File: src/rtl/operand_accumulator.sv
// Operand accumulator: sums `count` 32-bit operands with a sticky carry-out flag.
// Define OPERAND_ACCUMULATOR_SATURATE_EN to clamp at 32'hFFFF_FFFF on overflow instead of wrapping.
module operand_accumulator #(
    parameter int CNT_W = 8
) (
    input  logic             clk,
    input  logic             rst,
    input  logic             start,
    input  logic [CNT_W-1:0] count,
    input  logic             in_valid,
    input  logic [31:0]      in_data,
    output logic             in_ready,
    output logic             out_valid,
    output logic [31:0]      out_sum,
    output logic             out_carry,
    input  logic             out_ready,
    output logic             busy
);

    typedef enum logic [1:0] {
        IDLE  = 2'd0,
        ACCUM = 2'd1,
        DONE  = 2'd2
    } state_t;

    state_t           state_q, state_d;
    logic [31:0]      acc_q, acc_d;
    logic             carry_q, carry_d;
    logic [CNT_W-1:0] remaining_q, remaining_d;

    logic [32:0]      add_full;
    logic [31:0]      add_sum;
    logic             add_cout;

    assign add_full = {1'b0, acc_q} + {1'b0, in_data};
    assign add_sum  = add_full[31:0];
    assign add_cout = add_full[32];

    always_comb begin
        state_d     = state_q;
        acc_d       = acc_q;
        carry_d     = carry_q;
        remaining_d = remaining_q;
        unique case (state_q)
            IDLE: begin
                if (start) begin
                    acc_d   = 32'd0;
                    carry_d = 1'b0;
                    if (count != '0) begin
                        remaining_d = count;
                        state_d     = ACCUM;
                    end else begin
                        remaining_d = '0;
                        state_d     = DONE;
                    end
                end
            end
            ACCUM: begin
                if (in_valid) begin
`ifdef OPERAND_ACCUMULATOR_SATURATE_EN
                    // Once any add has overflowed, the result is pinned at full scale.
                    acc_d = (add_cout || carry_q) ? 32'hFFFF_FFFF : add_sum;
`else
                    acc_d = add_sum;
`endif
                    carry_d     = carry_q | add_cout;
                    remaining_d = remaining_q - CNT_W'(1);
                    if (remaining_q == CNT_W'(1)) begin
                        state_d = DONE;
                    end
                end
            end
            DONE: begin
                if (out_ready) begin
                    state_d = IDLE;
                end
            end
            default: begin
                state_d = IDLE;
            end
        endcase
    end

    always_ff @(posedge clk) begin
        if (rst) begin
            state_q     <= IDLE;
            acc_q       <= 32'd0;
            carry_q     <= 1'b0;
            remaining_q <= '0;
        end else begin
            state_q     <= state_d;
            acc_q       <= acc_d;
            carry_q     <= carry_d;
            remaining_q <= remaining_d;
        end
    end

    assign in_ready  = (state_q == ACCUM);
    assign out_valid = (state_q == DONE);
    assign busy      = (state_q != IDLE);
    assign out_sum   = acc_q;
    assign out_carry = carry_q;

endmodule

File: config.mk
export PLATFORM = sky130hd
export DESIGN_NAME = operand_accumulator
export DESIGN_NICKNAME = d
export VERILOG_FILES = /design/src/rtl/operand_accumulator.sv
export SDC_FILE = /design/constraint.sdc
export NUM_CORES = 1
export LEC_CHECK = 0
export CAP_MARGIN = 10
export CELL_PAD_IN_SITES_DETAIL_PLACEMENT = 0
export CELL_PAD_IN_SITES_GLOBAL_PLACEMENT = 1
export CORE_MARGIN = 1
export CORE_UTILIZATION = 30
export DETAILED_ROUTE_END_ITERATION = 6
export PLACE_DENSITY_LB_ADDON = 0.1
export REMOVE_ABC_BUFFERS = 1
export SETUP_SLACK_MARGIN = 0.05
export SYNTH_ARGS = -nofsm -noshare
export SYNTH_HDL_FRONTEND = slang
export SYNTH_SLANG_ARGS = --single-unit
File: constraint.sdc
create_clock -name clk -period 3.1 [get_ports clk]
set_clock_uncertainty 0.2 [all_clocks]
set_input_delay 0.93 -clock clk [delete_from_list [all_inputs] [get_ports clk]]
set_output_delay 0.93 -clock clk [all_outputs]
set_load 0.02 [all_outputs]
==> results of run 1 <==
==> how the worst max path moves through the flow <==
stage,cells after the start,to,startpoint,slack [ns]
5_1_grt,11,out_carry$_SDFFE_PP0P_,in_data[0],-0.10
3_3_place_gp,11,out_sum[22]$_SDFFE_PP0P_,in_data[0],-0.73
6_report,10,out_sum[28]$_SDFFE_PP0P_,in_data[17],0.02
2_1_floorplan,10,out_sum[26]$_SDFFE_PP0P_,in_data[0],-0.22
3_5_place_dp,11,out_sum[28]$_SDFFE_PP0P_,in_data[0],-0.79
4_1_cts,11,out_sum[28]$_SDFFE_PP0P_,in_data[0],0.03
==> synth_stat cells (4+ instances only) <==
cell type and n:
dfxtp_1 43, a21oi_1 48, nand3_1 13, nor2_1 43, xnor2_1 12, and2_1 5, a211oi_1 6, nand2_1 48
nor4_1 5, mux2i_1 4, a22oi_1 11, o21ai_1 4, or3_1 5, nor3_1 10, inv_1 15, a221oi_1 4
o21a_1 4, nand4_1 10, o21ai_0 46, ha_1 34, nor2b_1 5, clkbuf_1 18, a21o_1 12, xor2_1 7
nand2b_1 7
==> layout make-up <==
class	count	area, um^2
timing repair buffer	188	1620
sequential	43	861
inverter	16	60.1
clock inverter	3	20.0
clock buffer	5	125
multi-input combinational	393	3020
tap	143	179
fill	1106	5680
==> registers in the layout, indices dropped and copies added, names as in the netlist <==
signal       cells
out_carry        1
remaining_q      8
state_q          2
out_sum         32
==> power by group through the flow <==
| stage | combinational, W | clock [W] | sequential (W) |
|---|---|---|---|
| after floorplan | 0.000436 | 0 | 0.000681 |
| after global placement | 0.000849 | 0 | 0.000659 |
| after detailed placement | 0.000853 | 0 | 0.000660 |
| after CTS | 0.000913 | 0.000576 | 0.000652 |
| after global routing | 0.00103 | 0.000595 | 0.000662 |
| final | 0.000935 | 0.000553 | 0.000654 |
==> critical path: stages <==
cell and delay [ns]:
clkdlybuf4s50_1 0.41, ha_1 0.31, buf_4 0.16, nand4_1 0.09
nor2b_1 0.13, o21ai_0 0.12, a21oi_2 0.27, a211oi_4 0.08
or3_1 0.32, a32o_1 0.26
==> per-stage QoR <==
stage / worst slack, ns / TNS, ns
2_1_floorplan: -0.221 / -1.12
3_3_place_gp: -0.733 / -13.10
3_5_place_dp: -0.785 / -13.58
4_1_cts: 0.0282 / 0
5_1_grt: -0.101 / -0.243
6_report: 0.0183 / 0
==> metal layers <==
metal / part of all wire, % / GRT usage [%]
met1: 49 / 26.6
met2: 47 / 33.4
met3: 3.4 / 2.67
met4: 0.61 / 3.78
met5: 0 / 0
==> kinds of logic (layout without fill, tap and decap cells) <==
logic type,Yosys count,count (layout),synth area share [%]
AOI/OAI and AO/OA,175,175,32.7
and+or+nand+nor,160,160,21.4
DFF,43,43,23.8
buffers and inverters,37,212,3.98
adders and majority gates,35,35,12.3
xor gates and xnor gates,19,19,4.60
muxes,4,4,1.11
==> what timing repair did <==
item,CTS,global route
hold buffers,0,0
resized for setup,63,28
pin swaps,39,24
endpoints found under the setup margin,24,18
cloned,0,0
setup buffers,14,2
==> impl_results.md, run 1 <==
* Fin crit period at 3.08 ns
* Clk sinks at 43
* Share of post-route cells with drive strength above 1 at 28.7%
* Die Ht at 112 um
* Mapped Avg Cell Area at 7.64 um^2
* First-pass GRT wire length at 19,900 um
* Pins Over Slew Limit at 0
* CTS tree: built
* Reg clk slew, reported paths at 0.07 ns
* Synth Instances at 473
* Num CTS Buffers at 5
* Critical path class: in -> reg
* Pwr dens at 364 nW/um^2
* Top post-synthesis cells by area: dfxtp_1 (24%), ha_1 (12%), a21oi_1 (6.6%)
* Post-synth top area share at 23.8%
* Core Util, Final at 50.9%
* WP data required at 3.09 ns
* Post-synth ARST share at 0%
* Worst setup EP type: flip-flop
* Post-synth EDFFs at 0
* # diodes at 0
* Reg-to-reg setup timing slack at 0.37 ns
* Initial antenna violation count at 0
* Fmax at 0.325 GHz
* Worst EP arrival at 3.07 ns
* Final Hold Fails at 0
* Placed Area at 5210 um^2
* CTS H-Tree Depth at 2
* Final setup viols at 0
* Placed cell count at 767
* Final wirelength at 12,100 um
* Crit Path Max Fanout at 5
* Area of the mapped netlist at 3610 um^2
* Maximum clock insertion buffer count at 2
* Worst R2R Start: out_sum[0]$_SDFFE_PP0P_
* Tcrit/Tclk final at 99.4%
* Status: finished with violations
* Drt drc at 9
* Most frequent cells in the layout: buf_4 (106), clkdlybuf4s50_1 (63), nand2_1 (46)
* Root Buffer Master: clkbuf_16
* Synth cell types at 64
* Sw Ratio at 37.0%
* WL/cell at 15.3 um
* Failing checks: DRC
* Largest net degree at the start of global routing at 23
* ANT nets after route at 0
* # IOs at 81
* Peak VDD IR at 0.191 mV
* Yosys warns at 0
* Hold slack at 0.276 ns
* Worst-skew pair later-pin latency at 0.29 ns
* Top FF cell, synth: dfxtp_1
* I/O Buffers at 80
* Initial DRC count at 227
* Hold path startpoint: out_sum[31]$_SDFFE_PP0P_
* Overall die area at 12,500 um^2
* R2R Path End: out_sum[28]$_SDFFE_PP0P_
* Initial core utilization at 31.3%
* Actual slew at the worst max-slew pin at 0.664 ns
* Hpwl dp at 8930 um
* Pwr Total at 0.00214 W
* Layout Cells excl Fill at 791
* Sequential share of the synthesized area at 23.8%
* Max_cap viols at 0
* DR pass1 iterations at 7
* Row count at 39
* Layout area overhead at 62.9%
* Cell count of the worst hold path at 2
* Logic pwr share at 43.7%
* Gpl congestion at 0.811
* Die X at 112 um
* Cell taking the most area after synthesis: dfxtp_1
* Core area at 11,600 um^2
* GRT overflow at 0
* Worst setup SP type: primary input
* FF-to-FF path depth at 10
* Slew headroom at 55.7%
* Post-Layout Inst Area at 5890 um^2
* WHS Endpoint: out_sum[31]$_SDFFE_PP0P_
* Leakage power at 2.41 nW
* #FFs+latches synth at 43
* Most common cell after layout, fill and taps aside: buf_4
* Hold Path Class: reg -> reg
* Via count at 4,085
* Switching power at 0.000792 W
* Final net count at 727
* Vias per std cell at 5.16
* Clk pwr share at 25.8%
* GRT Resource Usage Total at 19.7%
* Sequential share of power at 30.5%
* Internal power at 0.00135 W
* RSZ-0062 raised after global routing: true
* Vias in the first global route at 4,031
Note: power is estimated with default switching activity, not from simulation.
==> run 2, diff against run 1 <==
--- a/config.mk
+++ b/config.mk
@@ -14,6 +14,7 @@
 export PLACE_DENSITY_LB_ADDON = 0.1
 export REMOVE_ABC_BUFFERS = 1
 export SETUP_SLACK_MARGIN = 0.05
+export SLEW_MARGIN = 5
 export SYNTH_ARGS = -nofsm -noshare
 export SYNTH_HDL_FRONTEND = slang
 export SYNTH_SLANG_ARGS = --single-unit
==> constraint.sdc (replaced) <==
create_clock -name clk -period 2.8 [get_ports clk]
set_clock_uncertainty 0.2 [all_clocks]
set_input_delay 0.84 -clock clk [delete_from_list [all_inputs] [get_ports clk]]
set_output_delay 0.84 -clock clk [all_outputs]
set_load 0.02 [all_outputs]
==> impl_results.md, run 2 (synthesized netlist as in run 1, its figures left out) <==
* Vias in the first global route at 4,155 (was 4,031)
* Row count at 39 (unchanged)
* Pre-CTS WS at -1.01 ns (was -0.785 ns)
* Crit Path Max Fanout at 3 (was 5)
* CP cell instances: clkdlybuf4s50_1, ha_1, a21oi_1, o21ai_2, nor4_4, a211oi_2, or3_1, a32o_1 (was clkdlybuf4s50_1, ha_1, buf_4, nand4_1, nor2b_1, o21ai_0, a21oi_2, a211oi_4, or3_1, a32o_1)
* CTS tree: built (unchanged)
* Fin crit period at 2.94 ns
* Post-Layout Inst Area at 6350 um^2 (was 5890 um^2)
* Max_cap viols at 0 (unchanged)
* Slowest cell on crit path: clkdlybuf4s50_1 (unchanged)
* GRT Resource Usage Total at 20.5% (was 19.7%)
* Placed Area at 5290 um^2 (was 5210 um^2)
* Tcrit/Tclk final at 105%
* Max reg flops at 32 (unchanged)
* Slew headroom at 54.7% (was 55.7%)
* Reg clk slew, reported paths at 0.07 ns (about the same)
* Overall die area at 12,500 um^2 (unchanged)
* I/O Buffers at 80 (unchanged)
* Pwr Total at 0.00265 W (was 0.00214 W)
* Via count at 4,213 (was 4,085)
* CTS H-Tree Depth at 2 (unchanged)
* Final setup viols at 10 (was 0)
* Largest net degree at the start of global routing at 23 (unchanged)
* Vias per std cell at 5.21 (was 5.16)
* Layout Cells excl Fill at 809 (was 791)
* Clk sinks at 43 (unchanged)
* Worst setup SP type: primary input (unchanged)
* # diodes at 0 (unchanged)
* Worst EP arrival at 2.94 ns (was 3.07 ns)
* Root Buffer Master: clkbuf_16 (unchanged)
* Hold Path Class: reg -> reg (unchanged)
* Initial antenna violation count at 0 (unchanged)
* Worst-skew pair later-pin latency at 0.30 ns (was 0.29 ns)
* Final Hold Fails at 0 (unchanged)
* Drt drc at 10 (was 9)
* Share of post-route cells with drive strength above 1 at 36.0% (was 28.7%)
* Pwr dens at 417 nW/um^2 (was 364 nW/um^2)
* # IOs at 81 (unchanged)
* ANT nets after route at 0 (unchanged)
* Actual slew at the worst max-slew pin at 0.680 ns (was 0.664 ns)
* Core area at 11,600 um^2 (unchanged)
* Pins Over Slew Limit at 0 (unchanged)
* Failing checks: DRC, setup timing (was DRC)
* Core Util, Final at 54.9% (was 50.9%)
* Placed cell count at 776 (was 767)
* Status: finished with violations (unchanged)
* WL/cell at 15.5 um (was 15.3 um)
* Maximum clock insertion buffer count at 2 (unchanged)
* Layout area overhead at 75.7% (was 62.9%)
* Initial DRC count at 214 (was 227)
* Die X at 112 um (unchanged)
* Final wirelength at 12,600 um (was 12,100 um)
* Peak VDD IR at 0.226 mV (was 0.191 mV)
* RSZ-0062 raised after global routing: true (unchanged)
* CP max stage delay at 0.40 ns (was 0.41 ns)
* Die Ht at 112 um (unchanged)
* Leakage power at 2.59 nW (was 2.41 nW)
* Gpl congestion at 0.834 (was 0.811)
* DR pass1 iterations at 6 (was 7)
* Fin worst setup slack at -0.140 ns (was 0.0183 ns)
* GRT overflow at 0 (unchanged)
* Num CTS Buffers at 5 (unchanged)
* First-pass GRT wire length at 20,500 um (was 19,900 um)
* Most frequent cells in the layout: buf_4 (115), clkdlybuf4s50_1 (57), dfxtp_1 (43) (was buf_4 (106), clkdlybuf4s50_1 (63), nand2_1 (46))
* Critical path class: in -> reg (unchanged)
* Worst setup EP type: flip-flop (unchanged)
* Initial core utilization at 31.3% (unchanged)
* Fmax at 0.340 GHz
* Most common cell after layout, fill and taps aside: buf_4 (unchanged)
* WP data required at 2.80 ns (was 3.09 ns)
* Hpwl dp at 9020 um (was 8930 um)
* Final net count at 745 (was 727)
-- run 2: worst max-delay path: cells and delay by family --
| family | cells | cell delay [ns] |
|---|---|---|
| AND/OR/NAND/NOR | 2 | 0.72 |
| AO/OA/AOI/OAI | 4 | 0.67 |
| buffers and inverters | 1 | 0.40 |
| adder cells (fa/ha/maj) | 1 | 0.31 |
-- run 2: worst paths after layout --
kind | from | to | slack (ns) | depth (start not counted)
min | out_sum[21]$_SDFFE_PP0P_ | out_sum[21]$_SDFFE_PP0P_ | 0.27 | 2
max | in_data[21] | out_sum[28]$_SDFFE_PP0P_ | -0.14 | 8
max reg2reg | out_sum[0]$_SDFFE_PP0P_ | out_sum[28]$_SDFFE_PP0P_ | 0.05 | 10
min reg2reg | out_sum[21]$_SDFFE_PP0P_ | out_sum[21]$_SDFFE_PP0P_ | 0.27 | 2
-- run 2: power by group --
part,switching [W],internal [W],total [W]
Sequential,0.0000624,0.000665,0.000728
Combinational,0.000569,0.000549,0.00112
Clock,0.000287,0.000512,0.000799
-- run 2: stage by stage --
stage	hold slack [ns]	setup TNS [ns]
CTS	0.277	-0.739
finish	0.270	-0.954
floorplan	0.255	-3.09
global route	0.302	-2.03
detailed placement	0.265	-19.68
global placement	0.257	-19.26
-- run 2: layer usage --
layer | track usage (%) | routed length, um
met1 | 26.5 | 6020
met2 | 35.0 | 5930
met3 | 2.61 | 417
met4 | 7.39 | 202
met5 | 0 | 0
-- run 2: area by class of cell --
cell class / instances / area [um^2]
multi-input cells: 393 / 3260
clock inverters: 3 / 67.6
inverters: 16 / 60.1
clock buffers: 5 / 125
well taps: 143 / 179
repair buffers: 206 / 1790
fillers: 1103 / 5220
flip-flops and latches: 43 / 861
-- run 2: what timing repair did --
action / CTS / global route
pin swaps: 54 / 48
buffers inserted: 17 / 9
gates resized for setup: 119 / 56
hold buffers: 0 / 0
endpoints found under the setup margin: 26 / 21
==> run 3, diff against run 2 <==
--- a/config.mk
+++ b/config.mk
@@ -6,12 +6,10 @@
 export NUM_CORES = 1
 export LEC_CHECK = 0
 export CAP_MARGIN = 10
-export CELL_PAD_IN_SITES_DETAIL_PLACEMENT = 0
-export CELL_PAD_IN_SITES_GLOBAL_PLACEMENT = 1
+export CORE_ASPECT_RATIO = 1.4
 export CORE_MARGIN = 1
 export CORE_UTILIZATION = 30
 export DETAILED_ROUTE_END_ITERATION = 6
-export PLACE_DENSITY_LB_ADDON = 0.1
 export REMOVE_ABC_BUFFERS = 1
 export SETUP_SLACK_MARGIN = 0.05
 export SLEW_MARGIN = 5
==> impl_results.md, run 3 (synthesized netlist as in run 1, its figures left out) <==
* Via count at 4,266 (was 4,213)
* FF-to-FF path depth at 12 (was 10)
* Num CTS Buffers at 5 (unchanged)
* Final net count at 740 (was 745)
* Worst-skew pair later-pin latency at 0.29 ns (was 0.30 ns)
* WP data required at 2.78 ns (was 2.80 ns)
* Final wirelength at 12,600 um (about the same)
* Gpl congestion at 0.840 (was 0.834)
* CTS Hold Bufs at 0 (unchanged)
* GRT Resource Usage Total at 20.3% (was 20.5%)
* Worst EP arrival at 2.97 ns (was 2.94 ns)
* Worst setup EP type: flip-flop (unchanged)
* Failing checks: setup timing (was DRC, setup timing)
* Pwr Total at 0.00244 W (was 0.00265 W)
* Max reg flops at 32 (unchanged)
* Initial core utilization at 30.7% (was 31.3%)
* Worst setup SP type: primary input (unchanged)
* Slew headroom at 59.9% (was 54.7%)
* Die Ht at 132 um (was 112 um)
* Vias per std cell at 5.29 (was 5.21)
* Core area at 11,800 um^2 (was 11,600 um^2)
* Layout area overhead at 71.8% (was 75.7%)
* Cell count of the worst hold path at 2 (unchanged)
* Most common cell after layout, fill and taps aside: buf_4 (unchanged)
* GRT overflow at 0 (unchanged)
* CTS H-Tree Depth at 2 (unchanged)
* Largest net degree at the start of global routing at 21 (was 23)
* Initial DRC count at 134 (was 214)
* DR pass1 iterations at 4 (was 6)
* Leakage power at 2.52 nW (was 2.59 nW)
* Vias in the first global route at 4,379 (was 4,155)
* FILL cells at 1,090 (was 1,103)
* Peak VDD IR at 0.234 mV (was 0.226 mV)
* Final setup viols at 9 (was 10)
* Initial antenna violation count at 0 (unchanged)
* I/O Buffers at 80 (unchanged)
* Pwr dens at 393 nW/um^2 (was 417 nW/um^2)
* Status: finished with violations (unchanged)
* Maximum clock insertion buffer count at 2 (unchanged)
* Final Hold Fails at 0 (unchanged)
* Pins Over Slew Limit at 0 (unchanged)
* ANT nets after route at 0 (unchanged)
* Fin worst setup slack at -0.190 ns (was -0.140 ns)
* Critical path class: in -> reg (unchanged)
* Clk sinks at 43 (unchanged)
* Hold slack at 0.285 ns (was 0.270 ns)
* Row count at 47 (was 39)
* First-pass GRT wire length at 20,400 um (was 20,500 um)
* Tcrit/Tclk final at 107% (was 105%)
* WL/cell at 15.7 um (was 15.5 um)
* Hpwl dp at 9250 um (was 9020 um)
* Overall die area at 12,500 um^2 (about the same)
* CTS tree: built (unchanged)
* # IOs at 81 (unchanged)
* Hold Path Class: reg -> reg (unchanged)
* Reg clk slew, reported paths at 0.07 ns (about the same)
* Fmax at 0.334 GHz (was 0.340 GHz)
* Root Buffer Master: clkbuf_16 (unchanged)
* Most frequent cells in the layout: buf_4 (113), clkdlybuf4s50_1 (58), dfxtp_1 (43) (was buf_4 (115), clkdlybuf4s50_1 (57), dfxtp_1 (43))
* Share of post-route cells with drive strength above 1 at 35.0% (was 36.0%)
* Max_cap viols at 0 (unchanged)
* Actual slew at the worst max-slew pin at 0.602 ns (was 0.680 ns)
* Crit Path Max Fanout at 3 (unchanged)
* Fin crit period at 2.99 ns (was 2.94 ns)
* # diodes at 0 (unchanged)
* RSZ-0062 raised after global routing: true (unchanged)
* Die X at 94.8 um (was 112 um)
* Drt drc at 0 (was 10)
run 3: cell types whose count changed in the layout (fill, tap and decap cells not counted), moves of 2 or more:
cell,change
dlymetal6s2s_1,-3
o21ai_0,-2
buf_2,-2
clkbuf_2,+2
bufinv_16,-2
o21ai_1,+5
buf_4,-2
xnor2_2,-2
o21ai_2,-2
xnor2_1,+2
run 3: final timing paths:
| check | from | to | slack [ns] |
|---|---|---|---|
| max | in_data[0] | out_sum[18]$_SDFFE_PP0P_ | -0.19 |
| min | out_sum[31]$_SDFFE_PP0P_ | out_sum[31]$_SDFFE_PP0P_ | 0.28 |
| max reg2reg | out_sum[0]$_SDFFE_PP0P_ | out_sum[18]$_SDFFE_PP0P_ | 0.01 |
| min reg2reg | out_sum[31]$_SDFFE_PP0P_ | out_sum[31]$_SDFFE_PP0P_ | 0.28 |
run 3: per-stage QoR:
step | worst slack [ns] | cells | setup TNS (ns) | util [%] | cell area [um^2]
6_report | -0.190 | 807 | -1.17 | 52.8 | 6210
5_1_grt | -0.296 | 807 | -2.06 | 52.8 | 6210
4_1_cts | -0.195 | 804 | -0.912 | 51.5 | 6060
2_1_floorplan | -0.431 | 452 | -3.09 | - | 3530
3_5_place_dp | -1.02 | 781 | -20.30 | 44.9 | 5280
3_3_place_gp | -0.946 | 781 | -18.72 | 44.9 | 5280
run 3: report_power, final:
part	switching, W	internal (W)	leakage, nW	total (W)
sequential	0.0000617	0.000665	0.350	0.000727
combinational	0.000569	0.000540	2.09	0.00111
clock	0.000258	0.000349	0.0727	0.000607
total	0.000888	0.00155	2.52	0.00244
run 3: layout make-up:
class	instances	area (um^2)	area share [%]
clock buffer	6	139	2.24
clock inverter	1	5.00	0.0806
inverter	16	60.1	0.967
multi-input combinational	393	3230	52.1
sequential	43	861	13.9
tap	147	184	2.96
timing repair buffer	201	1730	27.8
run 3: critical path, stage by stage:
cell and delay (ns):
buf_6 0.07, ha_4 0.12, inv_2 0.03, fa_2 0.34
and2b_4 0.28, o2111ai_4 0.15, buf_12 0.17, a2111oi_4 0.33
a211oi_4 0.10, buf_6 0.14, o31ai_4 0.17, xnor2_1 0.15
o21ai_1 0.08
run 3: per-layer routing:
metal	part of all wire [%]	track usage (%)	routed length, um
met2	54	38.8	6820
met1	41	22.6	5210
met3	3.1	2.13	391
met5	0	0	0
met4	1.8	6.23	226
run 3: what timing repair did:
item | CTS | global route
pin swaps | 57 | 27
setup buffers | 16 | 4
setup endpoints to repair | 28 | 19
gates resized for setup | 127 | 44
